$ cat src/rtl/toggle_demux_router_pkg.sv
// rtl/toggle_demux_router_pkg.sv - state type and select/gap helpers for the toggle demux router
package toggle_demux_router_pkg;

  typedef enum logic [1:0] {
    S_IDLE     = 2'd0,
    S_ROUTE    = 2'd1,
    S_WAIT_LOW = 2'd2,
    S_GAP      = 2'd3
  } state_t;

  localparam int DEF_GAP_CYCLES = 2;

  // Gap counter width is $clog2(GAP_CYCLES+1), kept at least 1 bit so GAP_CYCLES=0 still elaborates.
  function automatic int gap_cnt_width(input int gap_cycles);
    return (gap_cycles > 0) ? $clog2(gap_cycles + 1) : 1;
  endfunction

  function automatic logic sel_valid(input logic [31:0] sel, input int num_outputs);
    return sel < 32'(num_outputs);
  endfunction

endpackage

$ cat src/rtl/toggle_demux_router_if.sv
// rtl/toggle_demux_router_if.sv - control/status bundle between the blinker side and the router
interface toggle_demux_router_if #(
  parameter int NUM_OUTPUTS    = 4,
  parameter int SEL_WIDTH      = 2,
  parameter int EDGE_CNT_WIDTH = 8
);
  logic                      i_Enable;
  logic                      i_Toggle;
  logic [SEL_WIDTH-1:0]      i_Sel;
  logic [NUM_OUTPUTS-1:0]    o_Out;
  logic [SEL_WIDTH-1:0]      o_Active_Sel;
  logic                      o_Switching;
  logic [EDGE_CNT_WIDTH-1:0] o_Edge_Count;
  logic                      o_Sel_Err;

  modport master (
    output i_Enable, i_Toggle, i_Sel,
    input  o_Out, o_Active_Sel, o_Switching, o_Edge_Count, o_Sel_Err
  );

  modport slave (
    input  i_Enable, i_Toggle, i_Sel,
    output o_Out, o_Active_Sel, o_Switching, o_Edge_Count, o_Sel_Err
  );
endinterface

$ cat src/rtl/edge_detect_rise.sv
// rtl/edge_detect_rise.sv - one-cycle pulse on a low-to-high transition of i_D
module edge_detect_rise (
  input  logic i_Clk,
  input  logic i_Rst,
  input  logic i_D,
  output logic o_Rise
);
  logic d_q;

  always_ff @(posedge i_Clk or posedge i_Rst) begin
    if (i_Rst) d_q <= 1'b0;
    else       d_q <= i_D;
  end

  assign o_Rise = i_D & ~d_q;
endmodule

$ cat src/rtl/toggle_demux_router.sv
// rtl/toggle_demux_router.sv - routes the toggle waveform to one selected LED line with glitch-free hand-off
module toggle_demux_router
  import toggle_demux_router_pkg::*;
#(
  parameter int NUM_OUTPUTS    = 4,
  parameter int SEL_WIDTH      = 2,
  parameter int GAP_CYCLES     = DEF_GAP_CYCLES,
  parameter int EDGE_CNT_WIDTH = 8
) (
  input logic                   i_Clk,
  input logic                   i_Rst,
  toggle_demux_router_if.slave  rtr_if
);
  localparam int GAP_CNT_W = gap_cnt_width(GAP_CYCLES);
  localparam logic [GAP_CNT_W-1:0] GAP_LAST = GAP_CNT_W'((GAP_CYCLES > 0) ? GAP_CYCLES - 1 : 0);

  state_t                    state_q, state_d;
  logic [SEL_WIDTH-1:0]      active_q, active_d;
  logic [SEL_WIDTH-1:0]      pending_q, pending_d;
  logic [GAP_CNT_W-1:0]      gap_q, gap_d;
  logic [EDGE_CNT_WIDTH-1:0] cnt_q, cnt_d;
  logic [NUM_OUTPUTS-1:0]    out_q, out_d;
  logic                      switching_q, switching_d;
  logic                      sel_err_q;
  logic                      rise;
  logic                      sel_ok;
  logic                      routing;
  logic                      en;
  logic                      tog;
  logic [SEL_WIDTH-1:0]      sel;

  assign en  = rtr_if.i_Enable;
  assign tog = rtr_if.i_Toggle;
  assign sel = rtr_if.i_Sel;

  // History register runs in every state so the first routed edge is judged against the true previous level.
  edge_detect_rise u_rise (
    .i_Clk  (i_Clk),
    .i_Rst  (i_Rst),
    .i_D    (tog),
    .o_Rise (rise)
  );

  assign sel_ok  = sel_valid(32'(sel), NUM_OUTPUTS);
  assign routing = (state_q == S_ROUTE) || (state_q == S_WAIT_LOW);

  always_comb begin
    state_d   = state_q;
    active_d  = active_q;
    pending_d = pending_q;
    gap_d     = gap_q;
    cnt_d     = cnt_q;

    if (routing && rise) cnt_d = cnt_q + 1'b1;

    case (state_q)
      S_IDLE: begin
        if (en) begin
          if (sel_ok) active_d = sel;
          state_d = S_ROUTE;
        end
      end
      S_ROUTE: begin
        if (sel_ok && (sel != active_q)) begin
          pending_d = sel;
          if (tog) begin
            state_d = S_WAIT_LOW;
          end else if (GAP_CYCLES == 0) begin
            active_d = pending_d;
            cnt_d    = '0;
          end else begin
            state_d = S_GAP;
            gap_d   = '0;
          end
        end
      end
      S_WAIT_LOW: begin
        if (sel_ok) pending_d = sel;
        if (sel == active_q) begin
          state_d = S_ROUTE;
        end else if (!tog) begin
          if (GAP_CYCLES == 0) begin
            state_d  = S_ROUTE;
            active_d = pending_d;
            cnt_d    = '0;
          end else begin
            state_d = S_GAP;
            gap_d   = '0;
          end
        end
      end
      S_GAP: begin
        if (sel_ok) pending_d = sel;
        if (gap_q == GAP_LAST) begin
          state_d  = S_ROUTE;
          active_d = pending_d;
          cnt_d    = '0;
          gap_d    = '0;
        end else begin
          gap_d = gap_q + 1'b1;
        end
      end
      default: state_d = S_IDLE;
    endcase

    // Dropping enable overrides whatever hand-off was being decided this cycle.
    if (!en) begin
      state_d = S_IDLE;
      cnt_d   = '0;
      gap_d   = '0;
    end

    switching_d = (state_d == S_WAIT_LOW) || (state_d == S_GAP);
    out_d       = (en && routing && tog) ? (NUM_OUTPUTS'(1) << active_q) : '0;
  end

  always_ff @(posedge i_Clk or posedge i_Rst) begin
    if (i_Rst) begin
      state_q     <= S_IDLE;
      active_q    <= '0;
      pending_q   <= '0;
      gap_q       <= '0;
      cnt_q       <= '0;
      out_q       <= '0;
      switching_q <= 1'b0;
      sel_err_q   <= 1'b0;
    end else begin
      state_q     <= state_d;
      active_q    <= active_d;
      pending_q   <= pending_d;
      gap_q       <= gap_d;
      cnt_q       <= cnt_d;
      out_q       <= out_d;
      switching_q <= switching_d;
      sel_err_q   <= !sel_ok;
    end
  end

  assign rtr_if.o_Out        = out_q;
  assign rtr_if.o_Active_Sel = active_q;
  assign rtr_if.o_Switching  = switching_q;
  assign rtr_if.o_Edge_Count = cnt_q;
  assign rtr_if.o_Sel_Err    = sel_err_q;
endmodule

$ cat src/flat_wrapper.sv
// flat-port wrapper written by rule: the top's interface ports become plain ports
module toggle_demux_router_flat import toggle_demux_router_pkg::*;
#(
  parameter int NUM_OUTPUTS    = 4,
  parameter int SEL_WIDTH      = 2,
  parameter int GAP_CYCLES     = DEF_GAP_CYCLES,
  parameter int EDGE_CNT_WIDTH = 8
)
  (i_Clk, i_Rst, rtr_if_i_Enable, rtr_if_i_Toggle, rtr_if_i_Sel, rtr_if_o_Out, rtr_if_o_Active_Sel, rtr_if_o_Switching, rtr_if_o_Edge_Count, rtr_if_o_Sel_Err);
  toggle_demux_router_if #(.NUM_OUTPUTS(NUM_OUTPUTS), .SEL_WIDTH(SEL_WIDTH), .EDGE_CNT_WIDTH(EDGE_CNT_WIDTH)) rtr_if_i ();
  input logic i_Clk;
  input logic i_Rst;
  input wire logic [$bits(rtr_if_i.i_Enable)-1:0] rtr_if_i_Enable;
  input wire logic [$bits(rtr_if_i.i_Toggle)-1:0] rtr_if_i_Toggle;
  input wire logic [$bits(rtr_if_i.i_Sel)-1:0] rtr_if_i_Sel;
  output wire logic [$bits(rtr_if_i.o_Out)-1:0] rtr_if_o_Out;
  output wire logic [$bits(rtr_if_i.o_Active_Sel)-1:0] rtr_if_o_Active_Sel;
  output wire logic [$bits(rtr_if_i.o_Switching)-1:0] rtr_if_o_Switching;
  output wire logic [$bits(rtr_if_i.o_Edge_Count)-1:0] rtr_if_o_Edge_Count;
  output wire logic [$bits(rtr_if_i.o_Sel_Err)-1:0] rtr_if_o_Sel_Err;
  assign rtr_if_i.i_Enable = rtr_if_i_Enable;
  assign rtr_if_i.i_Toggle = rtr_if_i_Toggle;
  assign rtr_if_i.i_Sel = rtr_if_i_Sel;
  assign rtr_if_o_Out = rtr_if_i.o_Out;
  assign rtr_if_o_Active_Sel = rtr_if_i.o_Active_Sel;
  assign rtr_if_o_Switching = rtr_if_i.o_Switching;
  assign rtr_if_o_Edge_Count = rtr_if_i.o_Edge_Count;
  assign rtr_if_o_Sel_Err = rtr_if_i.o_Sel_Err;
  toggle_demux_router #(.NUM_OUTPUTS(NUM_OUTPUTS), .SEL_WIDTH(SEL_WIDTH), .GAP_CYCLES(GAP_CYCLES), .EDGE_CNT_WIDTH(EDGE_CNT_WIDTH)) u_core (.i_Clk(i_Clk), .i_Rst(i_Rst), .rtr_if(rtr_if_i));
endmodule
$ cat config.mk
export PLATFORM = sky130hd
export DESIGN_NAME = toggle_demux_router_flat
export DESIGN_NICKNAME = d
export VERILOG_FILES = /design/src/rtl/toggle_demux_router_pkg.sv /design/src/rtl/toggle_demux_router_if.sv /design/src/rtl/edge_detect_rise.sv /design/src/rtl/toggle_demux_router.sv /design/src/flat_wrapper.sv
export SDC_FILE = /design/constraint.sdc
export NUM_CORES = 1
export LEC_CHECK = 0
export CAP_MARGIN = 20
export CORE_ASPECT_RATIO = 1.5
export CORE_MARGIN = 2
export CORE_UTILIZATION = 49
export CTS_CLUSTER_SIZE = 28
export DETAILED_ROUTE_END_ITERATION = 7
export PLACE_DENSITY = 0.77
export SLEW_MARGIN = 40
export SYNTH_ARGS = -nofsm -noshare
export SYNTH_HDL_FRONTEND = slang
export SYNTH_HIERARCHICAL = 1
export SYNTH_SLANG_ARGS = --single-unit
$ cat constraint.sdc
create_clock -name i_Clk -period 2 [get_ports i_Clk]
set_input_delay 0.4 -clock i_Clk [delete_from_list [all_inputs] [get_ports i_Clk]]
set_output_delay 0.4 -clock i_Clk [all_outputs]
set_load 0.03 [all_outputs]
==> results.toml, run 1 <==
[global_routing]
grt.total_usage = 0.189
grt-ovfl-total = 0
grt_pass1_vias = 764
grt_pass1_wl_um = 3170
grt_max_degree = 20
antenna_found_initial = 0

[timing]
setup_viol = 0
final_hold_viol_count = 0
final.period_utilization = 0.922
holdWs_ps = 252
slew-limit-headroom = 0.616
period_minus_slack_ps = 1840
skew_ps = 1.10
fmax_mhz = 542
worst_pin_slew_ps = 573
setup_tns_ps = 0
slew_viol_final = 0
grt_setup_unrepaired = "no"

[final_layout]
instances_no_fill = 149
syn_to_final_growth_pct = 25.9
fin_nets = 141
drive_gt1_frac = 0.0945
utilization = 0.643
num_antenna_cells = 0
num-fill-cells = 182

[clock_tree]
clock-root-buffer = "clkbuf_4"
htree_levels = 1
cts_buffers = 3
cts_resized = 0
post_cts_buffers = 0
clock-sinks = 20
clkLatencyLatePin_ps = 290
clk_path_buf_depth = 2
cts_tree = "done"
hold_buffers = 0
path_clk_slew_ps = 100

[logic_synthesis]
syn_area_um2 = 1020
ys.flop_type = "dfrtp_1"
yosys.area.top_type = "dfrtp_1"
synth_area_per_cell_um2 = 10.0
ys_warn_count = 6
ys_seq_elements = 20
synthMostInstantiatedCell = "dfrtp_1"
synth_seq_area_share = 0.490
syn_nets = 114
synth_top_cells_by_count = "dfrtp_1, nor2_1, a21oi_1, inv_1, nand2_1"
synth_top_area_share = 0.490
async_reset_ff_frac = 1.00
synth_edf_count = 0
synth_area_leaders = "dfrtp_1, ha_1, xnor2_1"
synth.distinct_cells = 31
synth_cells = 102

[floorplanning]
die_w_um = 41.3
die-area_um2 = 2480
coreArea_um2 = 2000
die_h_um = 59.9
num_rows = 20
io_pins = 22
start_util = 0.511

[worst_setup_path]
worst-path-buf-inv = 1
worstPathCellList = "clkdlybuf4s50_1"
worst-path-stages = 1
critPathArrivalTime_ps = 1440
r2r_start = "u_core/state_q[0]$_DFF_PP0_"
cp_top_family = "buffers and inverters"
r2r-end = "u_core/rtr_if.o_Edge_Count[6]$_DFF_PP0_"
critPathRequiredTime_ps = 1600
crit_end = "rtr_if_o_Active_Sel[1]"
reg2regPathDepth = 5
end_kind = "primary output"
slowest_stage = "clkdlybuf4s50_1"
slowest_delay_ps = 700
r2r_slack_ps = 270
path_max_fanout = 6
crit_start = "u_core/rtr_if.o_Active_Sel[1]$_DFFE_PP0P_"
worstSetupPathType = "register to primary output"
start_kind = "register"

[job]
drv_cap = 0

[routing]
drc = 0
via_count = 804
routed_via_density = 5.40
initialDrtViolationCount = 17
ant_nets = 0
drt-pass1-iter-count = 4
routedWlPerCell_um = 13.2
routed_wl_um = 1970

[power_and_ir_drop]
power_leakage_uw = 0.000549
powerDensity_nw_per_um2 = 730
ir_drop_mv = 0.413
fin_total_pwr_uw = 939

[placement]
dp_cells = 146
io_buffer_count = 20
gp_congestion = 0.824
hpwl_um = 1520

[status]
status = "complete, no violations"

[worst_hold_path]
hold_path.class = "primary input to asynchronous set/reset pin"
[cell type report]
class | count | area (um2) | share of cell area
clock buffer | 3 | 22.5 | 0.0175
inverter | 8 | 30.0 | 0.0233
multi-input combinational | 73 | 484 | 0.376
sequential | 20 | 500 | 0.389
tap | 22 | 27.5 | 0.0214
timing repair buffer | 23 | 223 | 0.173
[worst min-delay path by stage]
stage | end | from | cells past startpoint
after detailed placement | u_core/rtr_if.o_Out[0]$_DFF_PP0_ | u_core/rtr_if.o_Active_Sel[0]$_DFFE_PP0P_ | 1
after global placement | u_core/gap_q[1]$_DFFE_PP0P_ | u_core/gap_q[1]$_DFFE_PP0P_ | 2
final | u_core/u_rise/d_q$_DFF_PP0_ | i_Rst | 2
after floorplan | u_core/u_rise/d_q$_DFF_PP0_ | i_Rst | 1
after global routing | u_core/u_rise/d_q$_DFF_PP0_ | i_Rst | 2
after CTS | u_core/u_rise/d_q$_DFF_PP0_ | i_Rst | 2
[kinds of logic (layout without fill, tap and decap cells)]
kind of cell	after synthesis	in the layout	synth area share
adders and majority gates	6	6	0.0734
DFF	20	20	0.490
and+or+nand+nor	37	37	0.192
xor gates and xnor gates	7	7	0.0600
buffers and inverters	9	34	0.0367
other	1	1	0.00367
muxes	3	3	0.0318
AOI/OAI and AO/OA	19	19	0.113
[stage by stage]
stage	instance area [um2]	worst slack, ps
2_1_floorplan	1020	461
4_1_cts	1290	130
5_1_grt	1290	75.3
3_3_place_gp	1260	223
6_report	1290	156
3_5_place_dp	1260	211
[state kept, by name (all words and copies together), names as in the netlist]
register	flops
u_core/rtr_if.o_Edge_Count	8
u_core/state_q	2
u_core/rtr_if.o_Active_Sel	2
u_core/gap_q	2
u_core/rtr_if.o_Out	4
u_core/u_rise/d_q	1
u_core/rtr_if.o_Switching	1
[power breakdown]
part           leakage (uW)  switching [uW]  total, uW  internal (uW)
clock network     0.0000138             114        184           70.0
registers          0.000270            38.6        473            434
logic              0.000265             164        283            119
total              0.000549             316        939            623
[layout by cell type, fill, tap and decap left out, types with 2 or more instances in the layout]
master           netlist  routed
nand3_1                4       4
xor2_1                 2       2
nor3_1                 3       3
nor2_1                11      11
o21ai_0                4       4
mux2_2                 2       2
xnor2_1                5       5
buf_4                  1       3
dfrtp_1               20      20
ha_1                   6       6
a21oi_1                8       8
nand4_1                2       2
or3_1                  2       2
nand2_1                8       8
clkdlybuf4s50_1        0      20
inv_1                  8       8
clkbuf_4               0       3
[per-layer routing]
layer / track usage / vias up / wire length [um] / share of wire
met2: 0.304 / 14 / 1090 / 0.55
met1: 0.237 / 390 / 805 / 0.41
li1: - / 398 / - / -
met3: 0.0260 / 2 / 54 / 0.027
met5: 0 / - / 0 / 0
met4: 0.0968 / 0 / 23 / 0.012
Note: power is estimated with default switching activity, not from simulation.
==> run 2, diff against run 1 <==
CORE_UTILIZATION = 47   (was 49)
PLACE_DENSITY = 0.75   (was 0.77)
==> run 2 against run 1 <==
  * Critical path type unchanged
  * Global-route usage decreased by 2.0 points
  * Clock power decreased by 2%
  * Flip-flop and latch count unchanged
  * Core utilization decreased by 1.6 points
  * Critical endpoint is now rtr_if_o_Active_Sel[0]
  * Sequential power about the same
  * Sequential share of layout area unchanged
==> results.toml, run 2 (synthesized netlist as in run 1, its figures left out) <==
[global_routing]
grt_pass1_wl_um = 3280
grt_pass1_vias = 799
grt-ovfl-total = 0
grt_max_degree = 12
grt.total_usage = 0.169
antenna_found_initial = 0

[worst_setup_path]
cp_top_family = "buffers and inverters"
crit_start = "u_core/rtr_if.o_Active_Sel[0]$_DFFE_PP0P_"
r2r-end = "u_core/rtr_if.o_Edge_Count[7]$_DFF_PP0_"
worst-path-buf-inv = 1
end_kind = "primary output"
slowest_delay_ps = 710
slowest_stage = "clkdlybuf4s50_1"
reg2regPathDepth = 6
critPathRequiredTime_ps = 1600
r2r_slack_ps = 270
r2r_start = "u_core/state_q[0]$_DFF_PP0_"
start_kind = "register"
path_max_fanout = 6
critPathArrivalTime_ps = 1450
worstSetupPathType = "register to primary output"
worstPathCellList = "clkdlybuf4s50_1"

[timing]
grt_setup_unrepaired = "no"
slew-limit-headroom = 0.607
final_hold_viol_count = 0
setup_ws_ps = 151
slew_viol_final = 0
setup_viol = 0
final.period_utilization = 0.925
setup_tns_ps = 0
worst_pin_slew_ps = 585
period_minus_slack_ps = 1850
skew_ps = 2.50
fmax_mhz = 541

[power_and_ir_drop]
powerDensity_nw_per_um2 = 726
ir_drop_mv = 0.357
seq_power_share = 0.507
switching_share = 0.333
clkPwrFrac = 0.193
comb_power_share = 0.300
p_sw_uw = 311
power_leakage_uw = 0.000549
internal-power_uw = 623

[floorplanning]
num_rows = 20
start_util = 0.498
die_h_um = 61.1
coreArea_um2 = 2050
io_pins = 22
die_w_um = 42.1
die-area_um2 = 2570

[final_layout]
largest_reg_flops = 8
design_area_um2 = 1290
drive_gt1_frac = 0.0945
num_antenna_cells = 0
final_cell_mix = "clkdlybuf4s50_1, dfrtp_1, nor2_1"
instances_no_fill = 149
fin_nets = 141
syn_to_final_growth_pct = 25.9
num-fill-cells = 178

[placement]
io_buffer_count = 20
gp_congestion = 0.800
placed_area_um2 = 1260
dp_cells = 146
hpwl_um = 1490
post-place-ws_ps = 155

[routing]
drt-pass1-iter-count = 4
ant_nets = 0
via_count = 792
drc = 0
routed_wl_um = 1930
routed_via_density = 5.32
routedWlPerCell_um = 12.9
initialDrtViolationCount = 7

[job]
drv_cap = 0

[worst_hold_path]
hold_path.class = "primary input to asynchronous set/reset pin"

[clock_tree]
cts_buffers = 3
path_clk_slew_ps = 100
cts_tree = "done"
clk_path_buf_depth = 2
clock-root-buffer = "clkbuf_4"
clock-sinks = 20
htree_levels = 1
hold_buffers = 0
cts_resized = 0
post_cts_buffers = 0
clkLatencyLatePin_ps = 290

[status]
status = "complete, no violations"
## run 2: area by class of cell
| class | instances | area (um2) | share of cell area |
|---|---|---|---|
| inverter | 8 | 30.0 | 0.0233 |
| clock buffer | 3 | 22.5 | 0.0175 |
| tap | 22 | 27.5 | 0.0214 |
| multi-input combinational | 73 | 484 | 0.376 |
| timing repair buffer | 23 | 223 | 0.173 |
| sequential | 20 | 500 | 0.389 |
## run 2: power groups by stage
| stage | Clock, uW | Combinational [uW] | Sequential, uW |
|---|---|---|---|
| 6_report | 180 | 281 | 474 |
| 5_1_grt | 209 | 306 | 480 |
| 4_1_cts | 192 | 282 | 474 |
| 3_5_place_dp | 0 | 280 | 482 |
| 3_3_place_gp | 0 | 276 | 480 |
| 2_1_floorplan | 0 | 141 | 521 |
## run 2: per-layer routing
layer / vias up / part of all wire / GRT usage
li1: 395 / - / -
met1: 382 / 0.43 / 0.190
met2: 13 / 0.53 / 0.317
met3: 2 / 0.023 / 0.0264
met4: 0 / 0.011 / 0.0804
met5: - / 0 / 0
## run 2: per-stage QoR
stage          utilization  power (uW)  hold WS, ps
6_report             0.627         934          252
4_1_cts              0.627         948          240
2_1_floorplan            -         662          129
3_3_place_gp         0.616         757          508
5_1_grt              0.627         995          229
3_5_place_dp         0.616         762          520
## run 2: worst max path at each step
| stage | endpoint | slack, ps | depth (start not counted) |
|---|---|---|---|
| floorplan | u_core/rtr_if.o_Edge_Count[7]$_DFF_PP0_ | 460 | 6 |
| global placement | u_core/rtr_if.o_Edge_Count[7]$_DFF_PP0_ | 190 | 6 |
| detailed placement | u_core/rtr_if.o_Edge_Count[7]$_DFF_PP0_ | 160 | 6 |
| CTS | rtr_if_o_Active_Sel[0] | 140 | 1 |
| global route | rtr_if_o_Active_Sel[1] | 80 | 1 |
| finish | rtr_if_o_Active_Sel[0] | 150 | 1 |
